**src/rtl/seven_seg_scan.sv**
```systemverilog
// Latches a packed BCD word and time-multiplexes it onto a common-anode seven-segment display.
// Optional edit-digit blinking is enabled with the SEVEN_SEG_BLINK_EN macro.
module seven_seg_scan #(
   parameter int NUM_DIGITS  = 4,
   parameter int REFRESH_DIV = 100000,
   parameter int BLINK_DIV   = 25000000
) (
   input  logic                      clk,
   input  logic                      rst,
   input  logic [4*NUM_DIGITS-1:0]   digits_in,
   input  logic                      load,
   input  logic [NUM_DIGITS-1:0]     blank_mask,
   input  logic [NUM_DIGITS-1:0]     dp_mask,
`ifdef SEVEN_SEG_BLINK_EN
   input  logic [NUM_DIGITS-1:0]     edit_sel,
`endif
   output logic [6:0]                seg,
   output logic                      dp,
   output logic [NUM_DIGITS-1:0]     an
);

   localparam int IDX_W  = (NUM_DIGITS > 1) ? $clog2(NUM_DIGITS) : 1;
   localparam int TICK_W = (REFRESH_DIV > 1) ? $clog2(REFRESH_DIV) : 1;
   localparam logic [IDX_W-1:0]  LAST_IDX  = IDX_W'(NUM_DIGITS - 1);
   localparam logic [TICK_W-1:0] LAST_TICK = TICK_W'(REFRESH_DIV - 1);

   logic [4*NUM_DIGITS-1:0] shadow_reg;
   logic [TICK_W-1:0]       tick_reg;
   logic [IDX_W-1:0]        digit_reg;
   logic [3:0]              nibble [NUM_DIGITS];
   logic [3:0]              cur_nibble;
   logic                    dark;

   genvar gi;
   generate
      for (gi = 0; gi < NUM_DIGITS; gi++) begin : g_nibble
         assign nibble[gi] = shadow_reg[gi*4 +: 4];
      end
   endgenerate

   assign cur_nibble = nibble[digit_reg];

   function automatic logic [6:0] decode(input logic [3:0] v);
      logic [6:0] s;
      case (v)
         4'd0:    s = 7'b1000000;
         4'd1:    s = 7'b1111001;
         4'd2:    s = 7'b0100100;
         4'd3:    s = 7'b0110000;
         4'd4:    s = 7'b0011001;
         4'd5:    s = 7'b0010010;
         4'd6:    s = 7'b0000010;
         4'd7:    s = 7'b1111000;
         4'd8:    s = 7'b0000000;
         4'd9:    s = 7'b0010000;
         default: s = 7'b0111111;
      endcase
      return s;
   endfunction

   always_ff @(posedge clk) begin
      if (rst) begin
         shadow_reg <= '0;
      end else if (load) begin
         shadow_reg <= digits_in;
      end
   end

   // Each digit stays selected for REFRESH_DIV cycles, including the first after reset.
   always_ff @(posedge clk) begin
      if (rst) begin
         tick_reg  <= '0;
         digit_reg <= '0;
      end else if (tick_reg == LAST_TICK) begin
         tick_reg  <= '0;
         digit_reg <= (digit_reg == LAST_IDX) ? '0 : digit_reg + 1'b1;
      end else begin
         tick_reg  <= tick_reg + 1'b1;
      end
   end

`ifdef SEVEN_SEG_BLINK_EN
   localparam int BLINK_W = (BLINK_DIV > 1) ? $clog2(BLINK_DIV) : 1;
   localparam logic [BLINK_W-1:0] LAST_BLINK = BLINK_W'(BLINK_DIV - 1);

   logic [BLINK_W-1:0] blink_cnt_reg;
   logic               blink_phase_reg;

   always_ff @(posedge clk) begin
      if (rst) begin
         blink_cnt_reg   <= '0;
         blink_phase_reg <= 1'b0;
      end else if (blink_cnt_reg == LAST_BLINK) begin
         blink_cnt_reg   <= '0;
         blink_phase_reg <= ~blink_phase_reg;
      end else begin
         blink_cnt_reg   <= blink_cnt_reg + 1'b1;
      end
   end

   assign dark = blank_mask[digit_reg] | (blink_phase_reg & edit_sel[digit_reg]);
`else
   assign dark = blank_mask[digit_reg];
`endif

   always_ff @(posedge clk) begin
      if (rst || dark) begin
         an  <= '1;
         seg <= 7'h7F;
         dp  <= 1'b1;
      end else begin
         an  <= ~(NUM_DIGITS'(1) << digit_reg);
         seg <= decode(cur_nibble);
         dp  <= ~dp_mask[digit_reg];
      end
   end

endmodule

```
**config.mk**
```make
export PLATFORM = sky130hd
export DESIGN_NAME = seven_seg_scan
export DESIGN_NICKNAME = d
export VERILOG_FILES = /design/src/rtl/seven_seg_scan.sv
export SDC_FILE = /design/constraint.sdc
export NUM_CORES = 1
export LEC_CHECK = 0
export CORE_ASPECT_RATIO = 0.8
export CORE_UTILIZATION = 25
export CTS_CLUSTER_SIZE = 8
export DETAILED_ROUTE_END_ITERATION = 10
export DONT_BUFFER_PORTS = 1
export GPL_TIMING_DRIVEN = 0
export MAX_ROUTING_LAYER = met4
export PLACE_DENSITY = 0.5
export SYNTH_ARGS = -nofsm -noshare
export SYNTH_HDL_FRONTEND = slang
export SYNTH_SLANG_ARGS = --single-unit
```
**constraint.sdc**
```tcl
create_clock -name clk -period 3.44 [get_ports clk]
set_input_delay 0.688 -clock clk [delete_from_list [all_inputs] [get_ports clk]]
set_output_delay 0.688 -clock clk [all_outputs]
set_load 0.01 [all_outputs]
```
# --- After elaboration in Yosys (flattened, before gate mapping) ---
# Memory sizes are Yosys's and may differ from the RTL's. A register that Yosys moved wholly into a read port is not among the register bits.
# Cells that the tools add are included.
# Widths: inputs -> output; s select.
op_classes:
  addsub: 2
  mul: 0
  div_mod_pow: 0
  order_cmp: 2
  eq_ne: 2
  shifts: 1
  n_mux: 8
  n_bitwise: 3
  n_reduce_logical: 2
ops:
  columns: ["operator", "n"]
  rows:
  - ["$add 17x1->17 const B", 1]
  - ["$eq 17x17->1 const B", 1]
  - ["$bmux 4 s2", 1]
  - ["$mux 4", 2]
  - ["$bmux 1 s2", 2]
  - ["$not 4->4", 1]
  - ["$shl 1x2->4 const A", 1]
  - ["$ge 3x3->1 const B", 1]
  - ["$lt 2x3->1 const B", 1]
  - ["$not 2->3", 1]
  - ["$add 2x1->2 const B", 1]
  - ["$eq 2x2->1 const B", 1]
  - ["$mux 1", 2]
  - ["$mux 2", 1]
  - ["$reduce_or 2->1", 1]
  - ["$logic_or 1x1->1", 1]
  - ["$not 1->1", 1]
word_totals:
  regBits: 40
  latch_bits: 0
  ram_bits: 0
  romBits: 112
  input_bits: 27
  output_inout_bits: 12
  word_cells: 26
  n_memories: 1
mem_list:
  columns: ["memory", "depth", "width", "rd", "rd_clocked_by_memory_dff", "wr", "line_no", "rtl"]
  rows:
  - ["(no name shown)", 16, 7, 1, 1, 0, "45", "case (v)"]

# --- Longest topological paths before layout ---
logic_depth:
  word_depth: 4
  ltp_mapped: 8

# --- Worst setup path before layout ---
# OpenSTA, ideal clock, no wires.
synth_path:
  path_type: "reg2reg"
  startpoint: "register digit_reg[0]"
  endpoint: "register seg[4]"
  setup_ps: 131
  arrival_time_ps: 1869
  required_ps: 3309
  path_slack_ps: 1439
  stages_incl_launch_ff: 9
  synth_period_minus_slack_ps: 2001
  cell_sequence: "dfxtp_1 buf_2 mux4_2 inv_1 ha_1 inv_1 mux2_2 mux2i_1 nand2_1"
synth_via:
  elab_chain_cells: 4
  elab_cells_between_ends: 7
  classes_between: "mux (5); bitwise (1); reduce/logical (1)"
synth_lines:
  columns: ["item", "line_no", "rtl"]
  rows:
  - ["from (decl)", "29", "logic [IDX_W-1:0] digit_reg;"]
  - ["from (signal assigned)", "76", "digit_reg <= (digit_reg == LAST_IDX) ? '0 : digit_reg + 1'b1;"]
  - ["$not 2->3 (implied by the code)", "41", "assign cur_nibble = nibble[digit_reg];"]
  - ["$bmux 4 s2", "41", null]
  - ["$mux 4 (implied by the code) (2 in series)", "41", null]
  - ["to (decl)", "17", "output logic [6:0] seg,"]
# Parallel ways exist; a longest one is shown, timed or not. The select of a mux whose other input is x is not followed.
# A chain may end at the register's enable or synchronous reset.

# --- Final worst setup path ---
# Ends and elaborated chain as after synthesis.

==> impl_results.md <==
- Critical path cell sequence: buf_2, mux4_2, inv_1, ha_1, inv_1, mux2_2, mux2i_1, nand2_1
- Count of final setup violators: 0
- Worst Clk Skew: approximately 4.1 ps
- Unrepaired setup endpoints after global routing: no
- Initial antenna violation count: 0
- Final ANT Viol Nets: 0
- DR iter-0 viols: 25
- Met3 WL: 210 um
- Part of the cycle the worst path needs: 65.1%
- VDD IR-drop max: 141 uV
- Arrival time at the worst endpoint: ~2400 ps
- Crit end category: register
- DRC viols: 0
- Clock power share: about two fifths
- Cell count after synthesis: 208
- CP max stage delay: 630 ps
- Cell variety after synth: 26
- Post-Syn Area per Cell: 9.91 um^2
- Cells resized by post-CTS repair: 0
- I/O pin count: 39
- Port bufs: 0
- WL/cell: 12.5 um
- Seq cells post-synth: 47
- Register-to-Register Setup Slack: 1200 ps
- Prevailing post-synth register cell: dfxtp_1
- Leak: 0.852 nW
- # rows: 29
- Worst reg2reg path depth: 8
- Vias: 1379
- Switching power total: 0.230 mW
- Post-CTS Setup Bufs: 0
- Max Cap Violations: 0
- CTS tree: yes
- # hold bufs at CTS: 0
- Htree depth: 2
- M1 WL: around 2.1 mm
- Tot GR Track Use: between 10% and 20%
- Routed WL: 4.06 mm
- Initial Utilization: about a quarter
- Total Nets Final: 253
- CP Launch Type: register
- Core area: 0.00795 mm^2
- Crit path time final: 2240 ps
- Sw Share: 21.7%
- Number of enable flip-flop cells after synthesis: 0
- Asr flop ratio synth: 0%
- Type of the worst setup path: register to register
- Sequential area share after synthesis: 45.7%
- Worst-margin pin slew: 536 ps
- Die height: 83.2 um
- Vias/cell: 4.26
- CTS Root Cell: clkbuf_8
- Max Used Layer: met4
- Most frequent cell after synthesis: dfxtp_1
- Worst Hold Class: register to register
- Sequential share of power: 54.6%
- Synth cell count leaders: 47 x dfxtp_1, 35 x nor2_1, 20 x mux2i_1
- Logic pwr share: about 6.3%
- Mapped Area: 0.00206 mm^2
- Largest net degree at the start of global routing: 15
- GP Congestion: 0.776
- Result of the run: complete, no violations
- Vias in the first global route: 1319
- Area Growth Syn to Fin: 12.3%
- Final setup TNS: 0 ps
- DIE WIDTH: ~100 um
- Final hold violations: 0
- N_diodes: 0
- Relative slew slack: 64.3%
- Pins Over Slew Limit: 0
- Slowest-stage cell, CP: mux4_2
- Critical Path Fanout Max: 9
- Max frequency: 447 MHz
- Clock sink count: 47
- Req. time, crit path: around 3600 ps
- Pwr Density: 458 mW/mm^2
- Int Power: just over 0.8 mW
- Clock transition at path regs: around 80 ps
- Met2 WL: ~1.7 mm
- Worst-Skew Late Latency: 290 ps
- Detailed Place HPWL: just over 3 mm
- Max FFs per register: 17
- Fin Hold WS: 447 ps
- Post-Syn Nets: 246
- Max Root-Sink Buffers: 2
- First-pass GRT wire length: between 6 and 7 mm
- Share of layout cells above drive strength 1: 10.6%
- Clock buffer count from CTS: 5
- DRT Pass-1 Iters: 4
- Ys Warns: 0
- Synth top area share: 45.7%
- Yosys top cell by area: dfxtp_1
- Die area: approximately 0.0086 mm^2
- Hold depth: 1
- Most common cell on crit path: inv_1
- Final global-route overflow total: 0
- Synth area leaders: dfxtp_1 46%, mux2i_1 9.7%, ha_1 6.7%, mux4_2 6.6%, nor2_1 6.4%
==> logic make-up after synthesis <==
family	count (synthesis)	synth area share, %
adder cells (fa/ha/maj)	11	6.68
AO/OA/AOI/OAI	17	4.13
XOR/XNOR	11	4.68
AND/OR/NAND/NOR	76	18.3
multiplexers	27	16.8
buffers and inverters	19	3.70
flip-flops	47	45.7
==> worst max-delay path, delay by kind of cell (launching register included) <==
kind          cells  cell delay (ps)
mux               3             1010
simple gates      1               60
fa+ha+maj         1              190
flops             1              360
buf+inv           3              490
==> area by class of cell <==
class	count	area, um^2
clock inverters	2	35.0
inverters	10	37.5
well taps	108	135
clock buffers	6	82.6
fillers	839	5630
flip-flops and latches	47	941
multi-input cells	142	1040
plain buffers	9	38.8
==> power groups by stage <==
stage	registers (mW)	logic [mW]	clock network, mW
2_1_floorplan	0.588	0.0556	0
3_3_place_gp	0.591	0.0669	0
3_5_place_dp	0.592	0.0677	0
4_1_cts	0.579	0.0680	0.434
5_1_grt	0.581	0.0754	0.457
6_report	0.578	0.0666	0.415
==> cell usage in the layout, fill, tap and decap left out, drive strengths merged, types with 2 or more instances in the layout <==
cell    Yosys  routed
o21ai      10      10
nand3       6       6
mux2i      20      20
nor4        2       2
buf         4       4
inv        10      10
xnor2       9       9
dfxtp      47      47
nand2b      2       2
mux4        6       6
ha         11      11
or3         5       5
xor2        2       2
a21oi       7       7
or4         2       2
nor3        3       3
nor2       35      35
nand2      14      14
nand4       2       2
clkbuf      5      11
nor4bb      2       2
==> final timing paths <==
check / to / startpoint
max: seg[4] / digit_reg[0]
min: tick_reg[0] / tick_reg[0]
max reg2reg: seg[4] / digit_reg[0]
min reg2reg: tick_reg[0] / tick_reg[0]
==> layer usage <==
layer / up-vias / track usage [%]
li1: 717 / -
met1: 631 / 14.1
met2: 26 / 14.6
met3: 5 / 3.45
met4: 0 / 2.77
met5: - / -
==> through the flow <==
step	total power [mW]	worst slack (ps)	cell area, um^2	std cells	utilization (%)
3_3_place_gp	0.658	1200	2200	316	27.6
5_1_grt	1.11	970	2310	324	29.1
3_5_place_dp	0.659	1210	2200	316	27.6
6_report	1.06	1200	2310	324	29.1
2_1_floorplan	0.643	1440	2060	208	-
4_1_cts	1.08	1180	2310	324	29.1
(Power assumes the default switching activity.)
